## src/rtl/div_pkg.sv

```systemverilog
// Shared definitions for the iterative radix-2 divider: state encoding,
// counter sizing, special-case constants and two's-complement negation.
package div_pkg;

  localparam int DIV_WIDTH = 32;
  localparam int DIV_MAX_W = 64;

  localparam logic [1:0] ST_IDLE = 2'd0;
  localparam logic [1:0] ST_BUSY = 2'd1;
  localparam logic [1:0] ST_DONE = 2'd2;

  typedef enum logic [1:0] {
    IDLE = ST_IDLE,
    BUSY = ST_BUSY,
    DONE = ST_DONE
  } div_state_t;

  // Helpers work on a wide word; callers truncate to their own WIDTH.
  typedef logic [DIV_MAX_W-1:0] div_word_t;

  // Iteration counter width for a given operand width.
  function automatic int div_cnt_w(input int w);
    return (w > 1) ? $clog2(w) : 1;
  endfunction

  // All-ones pattern in the low w bits.
  function automatic div_word_t div_all_ones(input int w);
    return ~({DIV_MAX_W{1'b1}} << w);
  endfunction

  // Most negative two's-complement value of a w-bit word (100..0).
  function automatic div_word_t div_signed_min(input int w);
    return div_word_t'(1) << (w - 1);
  endfunction

  // Two's-complement negation; the low bits are correct for any narrower width.
  function automatic div_word_t div_neg(input div_word_t x);
    return ~x + div_word_t'(1);
  endfunction

endpackage

```

## src/rtl/sub_borrow.sv

```systemverilog
// Trial subtractor: {cout,diff} = in1 + ~in2 + 1. cout=1 means no borrow.
module sub_borrow #(
  parameter int W = 33
) (
  input  logic [W-1:0] in1,
  input  logic [W-1:0] in2,
  output logic [W-1:0] diff,
  output logic         cout
);

  logic [W:0] sum;

  assign sum          = {1'b0, in1} + {1'b0, ~in2} + {{W{1'b0}}, 1'b1};
  assign {cout, diff} = sum;

endmodule

```

## src/rtl/iter_divider.sv

```systemverilog
// Multi-cycle restoring divider for DIV/DIVU/REM/REMU. One quotient bit per
// BUSY cycle, sign fix-up on the final iteration, RISC-V special cases
// (divide by zero, signed overflow) answered one cycle after accept.
module iter_divider
  import div_pkg::*;
#(
  parameter int WIDTH = DIV_WIDTH
) (
  input  logic             clk,
  input  logic             rst_n,
  input  logic             flush,
  input  logic             in_valid,
  output logic             in_ready,
  input  logic             is_signed,
  input  logic [WIDTH-1:0] dividend,
  input  logic [WIDTH-1:0] divisor,
  output logic             out_valid,
  input  logic             out_ready,
  output logic [WIDTH-1:0] quotient,
  output logic [WIDTH-1:0] remainder,
  output logic             div_by_zero
);

  localparam int               CNT_W      = div_cnt_w(WIDTH);
  localparam logic [WIDTH-1:0] ALL_ONES   = WIDTH'(div_all_ones(WIDTH));
  localparam logic [WIDTH-1:0] SIGNED_MIN = WIDTH'(div_signed_min(WIDTH));

  div_state_t       state_reg;
  logic [CNT_W-1:0] cnt_reg;
  logic [WIDTH-1:0] rem_reg;
  logic [WIDTH-1:0] quo_reg;
  logic [WIDTH-1:0] dvs_reg;
  logic             neg_q_reg;
  logic             neg_r_reg;

  // Operand magnitudes and signs, used only on the accept cycle.
  logic             dvd_neg;
  logic             dvs_neg;
  logic [WIDTH-1:0] dvd_mag;
  logic [WIDTH-1:0] dvs_mag;
  logic             is_div_zero;
  logic             is_overflow;
  logic             accept;

  assign dvd_neg     = is_signed & dividend[WIDTH-1];
  assign dvs_neg     = is_signed & divisor[WIDTH-1];
  assign dvd_mag     = dvd_neg ? WIDTH'(div_neg(div_word_t'(dividend))) : dividend;
  assign dvs_mag     = dvs_neg ? WIDTH'(div_neg(div_word_t'(divisor)))  : divisor;
  assign is_div_zero = (divisor == '0);
  assign is_overflow = is_signed && (dividend == SIGNED_MIN) && (divisor == ALL_ONES);
  assign accept      = in_valid && (state_reg == IDLE) && !flush;
  assign in_ready    = (state_reg == IDLE);

  // One restoring step: shift {rem,quo} left, try subtracting the divisor.
  logic [WIDTH:0]   rem_sh;
  logic [WIDTH:0]   trial;
  logic             no_borrow;
  logic [WIDTH-1:0] rem_nx;
  logic [WIDTH-1:0] quo_nx;
  logic             unused_trial_msb;

  assign rem_sh = {rem_reg, quo_reg[WIDTH-1]};

  sub_borrow #(
    .W (WIDTH + 1)
  ) u_sub_borrow (
    .in1  (rem_sh),
    .in2  ({1'b0, dvs_reg}),
    .diff (trial),
    .cout (no_borrow)
  );

  // A successful subtraction always leaves the top bit clear.
  assign unused_trial_msb = trial[WIDTH];
  assign rem_nx           = no_borrow ? trial[WIDTH-1:0] : rem_sh[WIDTH-1:0];
  assign quo_nx           = {quo_reg[WIDTH-2:0], no_borrow};

  // Final results with signs restored, written on the BUSY->DONE edge.
  logic [WIDTH-1:0] quo_fix;
  logic [WIDTH-1:0] rem_fix;

  assign quo_fix = neg_q_reg ? WIDTH'(div_neg(div_word_t'(quo_nx))) : quo_nx;
  assign rem_fix = neg_r_reg ? WIDTH'(div_neg(div_word_t'(rem_nx))) : rem_nx;

  // Control FSM with datapath registers and registered result outputs.
  always_ff @(posedge clk or negedge rst_n) begin
    if (!rst_n) begin
      state_reg   <= IDLE;
      cnt_reg     <= '0;
      rem_reg     <= '0;
      quo_reg     <= '0;
      dvs_reg     <= '0;
      neg_q_reg   <= 1'b0;
      neg_r_reg   <= 1'b0;
      out_valid   <= 1'b0;
      quotient    <= '0;
      remainder   <= '0;
      div_by_zero <= 1'b0;
    end else begin
      case (state_reg)
        IDLE: begin
          if (accept) begin
            if (is_div_zero) begin
              quotient    <= ALL_ONES;
              remainder   <= dividend;
              div_by_zero <= 1'b1;
              out_valid   <= 1'b1;
              state_reg   <= DONE;
            end else if (is_overflow) begin
              quotient    <= dividend;
              remainder   <= '0;
              div_by_zero <= 1'b0;
              out_valid   <= 1'b1;
              state_reg   <= DONE;
            end else begin
              rem_reg     <= '0;
              quo_reg     <= dvd_mag;
              dvs_reg     <= dvs_mag;
              neg_q_reg   <= dvd_neg ^ dvs_neg;
              neg_r_reg   <= dvd_neg;
              cnt_reg     <= CNT_W'(WIDTH - 1);
              div_by_zero <= 1'b0;
              state_reg   <= BUSY;
            end
          end
        end
        BUSY: begin
          if (flush) begin
            state_reg <= IDLE;
          end else begin
            rem_reg <= rem_nx;
            quo_reg <= quo_nx;
            cnt_reg <= cnt_reg - CNT_W'(1);
            if (cnt_reg == '0) begin
              quotient  <= quo_fix;
              remainder <= rem_fix;
              out_valid <= 1'b1;
              state_reg <= DONE;
            end
          end
        end
        DONE: begin
          // A flush coinciding with the transfer still discards the result.
          if (flush || out_ready) begin
            out_valid <= 1'b0;
            state_reg <= IDLE;
          end
        end
        default: begin
          out_valid <= 1'b0;
          state_reg <= IDLE;
        end
      endcase
    end
  end

endmodule

```

## config.mk

```make
export PLATFORM = sky130hd
export DESIGN_NAME = iter_divider
export DESIGN_NICKNAME = d
export VERILOG_FILES = /design/src/rtl/div_pkg.sv /design/src/rtl/sub_borrow.sv /design/src/rtl/iter_divider.sv
export SDC_FILE = /design/constraint.sdc
export NUM_CORES = 1
export LEC_CHECK = 0
export BUFFER_PORTS_ARGS = -buffer_cell sky130_fd_sc_hd__buf_2
export CAP_MARGIN = 25
export CORE_AREA = 2 2 194 196
export CTS_CLUSTER_DIAMETER = 50
export DETAILED_ROUTE_END_ITERATION = 8
export DIE_AREA = 0 0 196 198
export HOLD_SLACK_MARGIN = 0.1
export PLACE_DENSITY = 0.54
export SLEW_MARGIN = 30
export SYNTH_ARGS = -nofsm -noshare
export SYNTH_HDL_FRONTEND = slang
export SYNTH_HIERARCHICAL = 1
export SYNTH_SLANG_ARGS = --single-unit
```

## constraint.sdc

```tcl
create_clock -name clk -period 5.9 [get_ports clk]
set_input_delay 1.18 -clock clk [delete_from_list [all_inputs] [get_ports clk]]
set_output_delay 1.18 -clock clk [all_outputs]
set_load 0.01 [all_outputs]
```

* Word level (Yosys, flattened, before mapping)
Index checks and enable logic that the tools add are counted.
** Operators by class
- Add/sub/neg operators :: 7
- Shifts and indexed selects :: 0
- Muxes and demuxes :: 47
- Multiply operators :: 0
- Div/mod/pow operators :: 0
- Bitwise gates (word level) :: 10
- Eq/ne operators :: 12
- Reductions and logical operators :: 16
- $lt $le $gt $ge :: 0
** Operators with widths (count)
- $mux 32 :: 23
- $pmux 32 s2 :: 4
- $add 32x1->32 const B :: 4
- $not 32->32 :: 4
- $eq 32x32->1 const B :: 2
- $add 33x33->34 :: 1
- $add 34x1->34 const B :: 1
- $not 32->33 :: 1
- $logic_not 32->1 :: 1
- $mux 5 :: 4
- $reduce_and 5->1 :: 3
- $mux 2 :: 6
- $ne 2x2->1 const B :: 5
- $pmux 5 s2 :: 1
- $mux 1 :: 7
- $pmux 2 s3 :: 1
- $logic_not 5->1 :: 1
- $sub 5x1->5 const B :: 1
- $logic_and 1x1->1 :: 4
- $reduce_and 4->1 :: 1
- $ne 3x1->1 const B :: 1
- $ne 3x3->1 const B :: 1
- $pmux 1 s3 :: 1
- $reduce_and 3->1 :: 1
- other kinds (11) :: 13
** Storage, ports and cells
- Output and inout port bits :: 67
- ROM bits :: 0
- Register bits :: 171
- Input bits :: 70
- Word-level logic and storage cells :: 103
- Bits in writable memories :: 0
- Latch bits :: 0
- Memories :: 0

* Logic depth before layout (Yosys ltp)
Gate-level depths: netlist (run 1).
- Word-level depth :: 10
- Depth in mapped cells :: 26
- Mapped depth without buffers :: 19

* By module
The synthesis (run 1) kept the hierarchy.
** Modules (own cells, without submodules)
- iter_divider :: cells each 1237, area an instance 10581.4 um^2, sequential area each 4279.1 um^2, instances 1
- sub_borrow :: cells each 318, area an instance 2150.8 um^2, sequential area each 0.0 um^2, instances 1

* Least setup slack after synthesis (run 1)
OpenSTA, ideal clock, no wires.
- Path kind :: reg2reg
- Start :: register rem_reg[13]
- End :: register remainder[28]
- Path buffers :: 7
- Data required time :: 5.817 ns
- Arrival :: 5.329 ns
- Setup time :: 0.083 ns
- Cell stages (with the launch flop) :: 26
- Setup slack :: 0.488 ns
- Clock period less this slack :: 5.412 ns
- Path through :: dfrtp_1 -> ha_1 -> buf_6 -> a211oi_2 -> nor2_1 -> or4_1 -> a41o_1 -> o2bb2ai_1 -> a21o_1 -> o22a_4 -> a221o_1 -> buf_6 -> buf_2 -> buf_6 -> buf_2 -> buf_1 -> buf_2 -> mux2i_1 -> ha_1 -> nor2b_1 -> a211oi_2 -> nand4_1 -> o41ai_1 -> xor2_1 -> a22oi_1 -> o21ai_0
** On the way
- Word-level cells in the longest chain between the ends :: 9
** RTL lines
- from (decl) :: line iter_divider.sv:30 : logic [WIDTH-1:0] rem_reg;
- from (signal assigned) :: line iter_divider.sv:131 : rem_reg <= rem_nx;
- $add 33x33->34 (*) :: line sub_borrow.sv:13 : assign sum = {1'b0, in1} + {1'b0, ~in2} + {{W{1'b0}}, 1'b1};
- $add 34x1->34 (*) :: line sub_borrow.sv:13
- via no_borrow :: line iter_divider.sv:57 : logic no_borrow;
- $mux 32 (*) :: line iter_divider.sv:75 : assign rem_nx = no_borrow ? trial[WIDTH-1:0] : rem_sh[WIDTH-1:0];
- $not 32->32 :: line div_pkg.sv:38 : return ~x + div_word_t'(1);
- $add 32x1->32 :: line div_pkg.sv:38
- $mux 32 (*) :: line iter_divider.sv:83 : assign rem_fix = neg_r_reg ? WIDTH'(div_neg(div_word_t'(rem_nx))) : rem_nx;
- $mux 32 (*) :: line iter_divider.sv:134 : if (cnt_reg == '0) begin
- $mux 32 (*) :: line iter_divider.sv:128 : if (flush) begin
- $pmux 32 s2 (*) :: line iter_divider.sv:100 : case (state_reg)
- to (signal assigned) :: line iter_divider.sv:105 : remainder <= dividend;
- to (signal assigned) :: line iter_divider.sv:136 : remainder <= rem_fix;
- to (decl) :: line iter_divider.sv:20 : output logic [WIDTH-1:0] remainder,
The timed path passes the listed nets; every way through them passes the cells marked *. The select of a mux whose other input is x is not followed.
A chain may end at the register's enable or synchronous reset.

* Worst setup path after layout (run 1)
- Start :: register rem_reg[13]
- End :: register remainder[24]
Same word-level chain as after synthesis.

==> impl_metrics.tcl, run 1 <==
set metrics [dict create \
    synthesis.area_sq_um 12690 \
    min_from "quotient[24]" \
    reg2reg_to "remainder[24]" \
    crit_path_start_kind "flop" \
    drc_errors 0 \
    maxCapViolCount 0 \
    antenna_cells_inserted 0 \
    hold_path.class "flop to flop" \
    min_period_over_period 0.9119 \
    endpoint_kind "flop" \
    arrival_ns 5.69 \
    htree_num_levels 4 \
    critPathMaxStageDelay_ns 0.64 \
    ios 137 \
    seq_area_sq_um 4280 \
    multi_input_area_sq_um 7705 \
    post_cts_buffers 0 \
    drt_pre_antenna_iters 7 \
    drt-wirelength-per-cell_um 19.33 \
    cts_resized 0 \
    io_buffers 136 \
    start_util 0.3434 \
    cp_max_fo 23 \
    syn_nets 1660 \
    status "finished clean" \
    crit_required_ns 6.21 \
    cp_slowest_cell "or4_1" \
    vias 11760 \
    hold_violations 0 \
    fmax_ghz 0.1859 \
    grt_pass1_wl_mm 64.52 \
    drt_wl_total_mm 40.73 \
    clk_pin_slew_ns 0.07 \
    fin_tns_setup_ns 0 \
    layout.cells.non_filler 2107 \
    p_leak_uw 0.006282 \
    dieArea_sq_um 38810 \
    die_w_um 196 \
    max_slew.worst_pin.slew_ns 0.9894 \
    crit_type "flop to flop" \
    grt_pass1_vias 11210 \
    grt.total_usage 0.2130 \
    vias_per_cell 5.582 \
    antenna_found_initial 1 \
    relSlewSlack 0.3388 \
    min_period_ns 5.380 \
    holdPathStages 2 \
    yosys_warnings 6 \
    syn_to_final_growth_pct 12.33 \
    cts_tree "yes" \
    ant_nets 0 \
    holdPathEnd "quotient[24]" \
    path_cells "ha_1 -> a211oi_2 -> nor2_1 -> or4_1 -> a41o_1 -> o2bb2ai_1 -> a21o_1 -> o22a_4 -> a221o_2 -> or4_1 -> a211oi_2 -> nand4_1 -> o41ai_1 -> xor2_1 -> a22oi_1 -> o21ai_1" \
    max-vdd-ir-drop_mv 0.1933 \
    syn_area_per_cell_sq_um 8.193 \
    clk_latency_ns 0.46 \
    timing.rr.start "rem_reg[13]" \
    clock-sinks 171 \
    rsz0062_at_grt "false" \
    clock-root-buffer "clkbuf_16" \
    finClkSkew_ns 0.01650 \
    num_rows 71 \
    overflow 0 \
    core_sq_um 36960 \
    setup_violations 0 \
    nets 1731 \
    final_layout_size_suffix_gt1_frac 0.1439 \
    globalplace.congestion 0.8702 \
    drt_iter0_drc 1026 \
    cts_buffers 17 \
    rrSetupSlack_ns 0.52 \
    ff2ff_path_depth 16 \
    hpwl_mm 30.80 \
    drv_slew 0 \
    clockBufferDepth 2 \
    grt_max_degree 83 \
    fillerInstances 3874 \
    power_density_nw_per_um2 369.8 \
    synthCells 1549 \
    ctsHoldBuffers 0 \
    fp.dieH_um 198 \
    place_inst 2075 \
]
metrics by stage:
stage / setup WS (ns) / utilization / hold slack [ns] / instance area [sq um] / total power, uW
final: 0.5195 / 0.3858 / 0.4712 / 14260 / 5272
after global routing: 0.1081 / 0.3858 / 0.5011 / 14260 / 5678
after CTS: 0.5595 / 0.3857 / 0.4819 / 14250 / 5270
after detailed placement: 0.6165 / 0.3699 / 0.4656 / 13670 / 4106
after global placement: 0.6797 / 0.3699 / 0.4569 / 13670 / 4085
after floorplan: 0.4882 / - / 0.4556 / 12690 / 3424
area by class of cell:
type                       count  share of cell area
tap                          474             0.04160
inverter                      61             0.01606
timing repair buffer         158             0.06065
clock inverter                13            0.009215
clock buffer                  19             0.03177
sequential                   171              0.3002
multi-input combinational   1211              0.5405
report_power, final:
part	internal [uW]	switching [uW]
registers	1410	299
logic	874	1530
clock network	614	538
metal layers:
metal  part of all wire  vias up  wire length (um)  GRT usage
met5                  0        -                 0          0
met4              0.021        0               871    0.06510
met3              0.056       49              2282    0.03083
met2               0.44      333             17770     0.3220
met1               0.49     5633             19810     0.3129
li1                   -     5746                 -          -
cell usage in the layout, fill, tap and decap left out, drive strengths merged, types with 8 or more instances in the layout:
cell and count:
nor2 82, a21oi 79, buf 158, inv 66
xnor2 68, a31oi 10, xor2 72, nor4 15
o41ai 22, o22ai 25, and3 8, nor3b 9
o31ai 64, and2 8, a22oi 30, or4 19
nor3 38, nand2 198, clkbuf 19, nand4 16
mux2i 37, nand3 18, dfrtp 171, nor2b 8
o21ai 227, or3 13, ha 40, a21o 26
how the worst max path moves through the flow:
stage / cells past startpoint / from / to / slack, ns
floorplan: 25 / rem_reg[13] / remainder[28] / 0.49
global placement: 16 / rem_reg[13] / remainder[26] / 0.68
detailed placement: 16 / rem_reg[13] / remainder[31] / 0.62
CTS: 16 / rem_reg[13] / remainder[31] / 0.56
global route: 17 / rem_reg[0] / remainder[28] / 0.11
finish: 16 / rem_reg[13] / remainder[24] / 0.52
worst max-delay path, delay by kind of cell (launching register included):
| kind | cells | cell delay (ns) |
|---|---|---|
| AO/OA/AOI/OAI | 10 | 2.71 |
| flip-flops | 1 | 0.43 |
| adder cells (fa/ha/maj) | 1 | 0.43 |
| XOR/XNOR | 1 | 0.12 |
| AND/OR/NAND/NOR | 4 | 1.55 |
Note: power is estimated with default switching activity, not from simulation.
==> inputs of run 2 (changes only) <==
--- a/config.mk
+++ b/config.mk
@@ -7,12 +7,13 @@
 export LEC_CHECK = 0
 export BUFFER_PORTS_ARGS = -buffer_cell sky130_fd_sc_hd__buf_2
 export CAP_MARGIN = 25
-export CORE_AREA = 2 2 194 196
+export CORE_AREA = 2 2 147 149
+export CTS_BUF_LIST = sky130_fd_sc_hd__clkbuf_2
 export CTS_CLUSTER_DIAMETER = 50
 export DETAILED_ROUTE_END_ITERATION = 8
-export DIE_AREA = 0 0 196 198
+export DIE_AREA = 0 0 149 151
 export HOLD_SLACK_MARGIN = 0.1
-export PLACE_DENSITY = 0.54
+export PLACE_DENSITY = 0.84
 export SLEW_MARGIN = 30
 export SYNTH_ARGS = -nofsm -noshare
 export SYNTH_HDL_FRONTEND = slang
==> run 2 against run 1 <==
Compared with the run above:
- sequential share of layout area grew 1.4 points
- largest power group unchanged
- largest cell class unchanged
- highest routed layer unchanged
- fmax is 0.68% lower
- critical endpoint is now remainder[28]
- final area is 4.3% lower
- clock skew is 0.042 ns higher
==> impl_metrics.tcl, run 2 (synthesis results as in run 1) <==
set metrics [dict create \
    fmax_ghz 0.1846 \
    drc_errors 0 \
    crit_type "flop to flop" \
    post_cts_buffers 0 \
    clk_pin_slew_ns 0.32 \
    power_frac_comb 0.501 \
    drt_wl_total_mm 36.11 \
    clk_latency_ns 0.82 \
    sequentialPowerShare 0.365 \
    globalplace.congestion 0.9415 \
    power_density_nw_per_um2 344.2 \
    final_util 0.6552 \
    drt-wirelength-per-cell_um 18.99 \
    fin_tns_setup_ns 0 \
    max-vdd-ir-drop_mv 0.2927 \
    nets 1723 \
    start_util 0.6095 \
    cts_buffers 17 \
    timing.rr.start "rem_reg[2]" \
    cts_resized 0 \
    antenna_found_initial 3 \
    endpoint_kind "flop" \
    p_switching_uw 2274 \
    p_int_uw 2422 \
    drt_pre_antenna_iters 7 \
    drt_iter0_drc 1392 \
    grt_pass1_vias 11130 \
    finClkSkew_ns 0.05868 \
    cp_max_fo 24 \
    hold_violations 0 \
    num_rows 53 \
    clock-sinks 171 \
    rsz0062_at_grt "false" \
    dieArea_sq_um 22500 \
    ant_nets 0 \
    hpwl_mm 26.69 \
    syn_to_final_growth_pct 7.493 \
    final_common_cell "o21ai_0" \
    fp.dieH_um 151 \
    die_w_um 149 \
    htree_num_levels 4 \
    hold_path.class "input port to async pin" \
    critPathLaunch "rem_reg[2]" \
    power.share.switching 0.4843 \
    most-common-layout-cells "o21ai_0 (215), nand2_1 (197), dfrtp_1 (170), buf_2 (135), nor2_1 (81)" \
    clock-root-buffer "clkbuf_2" \
    max_slew.worst_pin.slew_ns 0.9501 \
    relSlewSlack 0.3666 \
    grt.total_usage 0.3199 \
    grt_pass1_wl_mm 57.27 \
    ff2ff_path_depth 16 \
    overflow 0 \
    min_period_over_period 0.9182 \
    rrSetupSlack_ns 0.48 \
    grt_max_degree 120 \
    power_frac_clock 0.134 \
    p_leak_uw 0.006115 \
    cts_tree "yes" \
    setup_violations 0 \
    crit_path_start_kind "flop" \
    reg2reg_to "remainder[28]" \
    clockBufferDepth 2 \
    io_buffers 136 \
    status "finished clean" \
    ctsHoldBuffers 0 \
    maxCapViolCount 0 \
    ios 137 \
    fillerInstances 1827 \
    endpoint "remainder[28]" \
    crit_required_ns 6.61 \
    min_period_ns 5.417 \
    arrival_ns 6.13 \
    core_sq_um 20820 \
    vias 12160 \
    final_layout_size_suffix_gt1_frac 0.1397 \
    vias_per_cell 6.395 \
    drv_slew 0 \
]
run 2: critical path, stage by stage (launching register included):
cell and delay (ns):
dfrtp_1 0.47, ha_1 0.37, a21o_1 0.20, a21oi_1 0.14
o21ai_0 0.20, a21oi_1 0.33, o22ai_1 0.21, a21o_1 0.22
o22a_4 0.20, a221o_2 0.59, or4_1 0.64, a211oi_2 0.40
nand4_1 0.38, o41ai_1 0.53, xor2_1 0.18, a22oi_1 0.08
o21ai_0 0.17
run 2: how the worst min path moves through the flow:
stage	end	depth (start not counted)	slack [ns]	startpoint
floorplan	rem_reg[31]	2	0.46	rem_reg[31]
global placement	remainder[2]	2	0.46	remainder[2]
detailed placement	remainder[5]	2	0.46	remainder[5]
CTS	quotient[23]	1	0.22	rst_n
global route	quotient[23]	1	0.24	rst_n
finish	quotient[23]	1	0.22	rst_n
run 2: final cells by class:
class / count / area (sq um) / area share
diodes: 2 / 5.005 / 0.0003669
multi-input cells: 1211 / 7705 / 0.5648
inverters: 61 / 229.0 / 0.01678
well taps: 275 / 344.1 / 0.02522
repair buffers: 150 / 840.8 / 0.06163
flip-flops and latches: 171 / 4280 / 0.3138
clock buffers: 17 / 85.08 / 0.006237
clock inverters: 15 / 152.6 / 0.01119
run 2: power groups by stage:
stage / registers, uW / clock network [uW] / logic, uW
floorplan: 1610 / 0 / 1820
finish: 1710 / 631 / 2350
global route: 1750 / 683 / 2590
detailed placement: 1730 / 0 / 2290
global placement: 1710 / 0 / 2230
CTS: 1700 / 639 / 2300
run 2: layer usage:
metal	share of wire	vias up	wire, um	GRT usage
met3	0.092	76	3307	0.06536
met2	0.46	607	16590	0.5025
li1	-	5710	-	-
met5	0	-	0	0
met4	0.026	0	928	0.1105
met1	0.42	5771	15290	0.4425
run 2: stage by stage:
stage / worst slack [ns] / power [uW] / instance area [sq um] / hold slack, ns / cells
5_1_grt: 0.07750 / 5029 / 13640 / 0.2386 / 1901
3_3_place_gp: 0.7419 / 3940 / 13390 / 0.4555 / 1868
3_5_place_dp: 0.5817 / 4017 / 13390 / 0.4648 / 1868
6_report: 0.4826 / 4696 / 13640 / 0.2189 / 1902
4_1_cts: 0.5317 / 4639 / 13630 / 0.2180 / 1900
2_1_floorplan: 0.4882 / 3424 / 12690 / 0.4556 / 1549
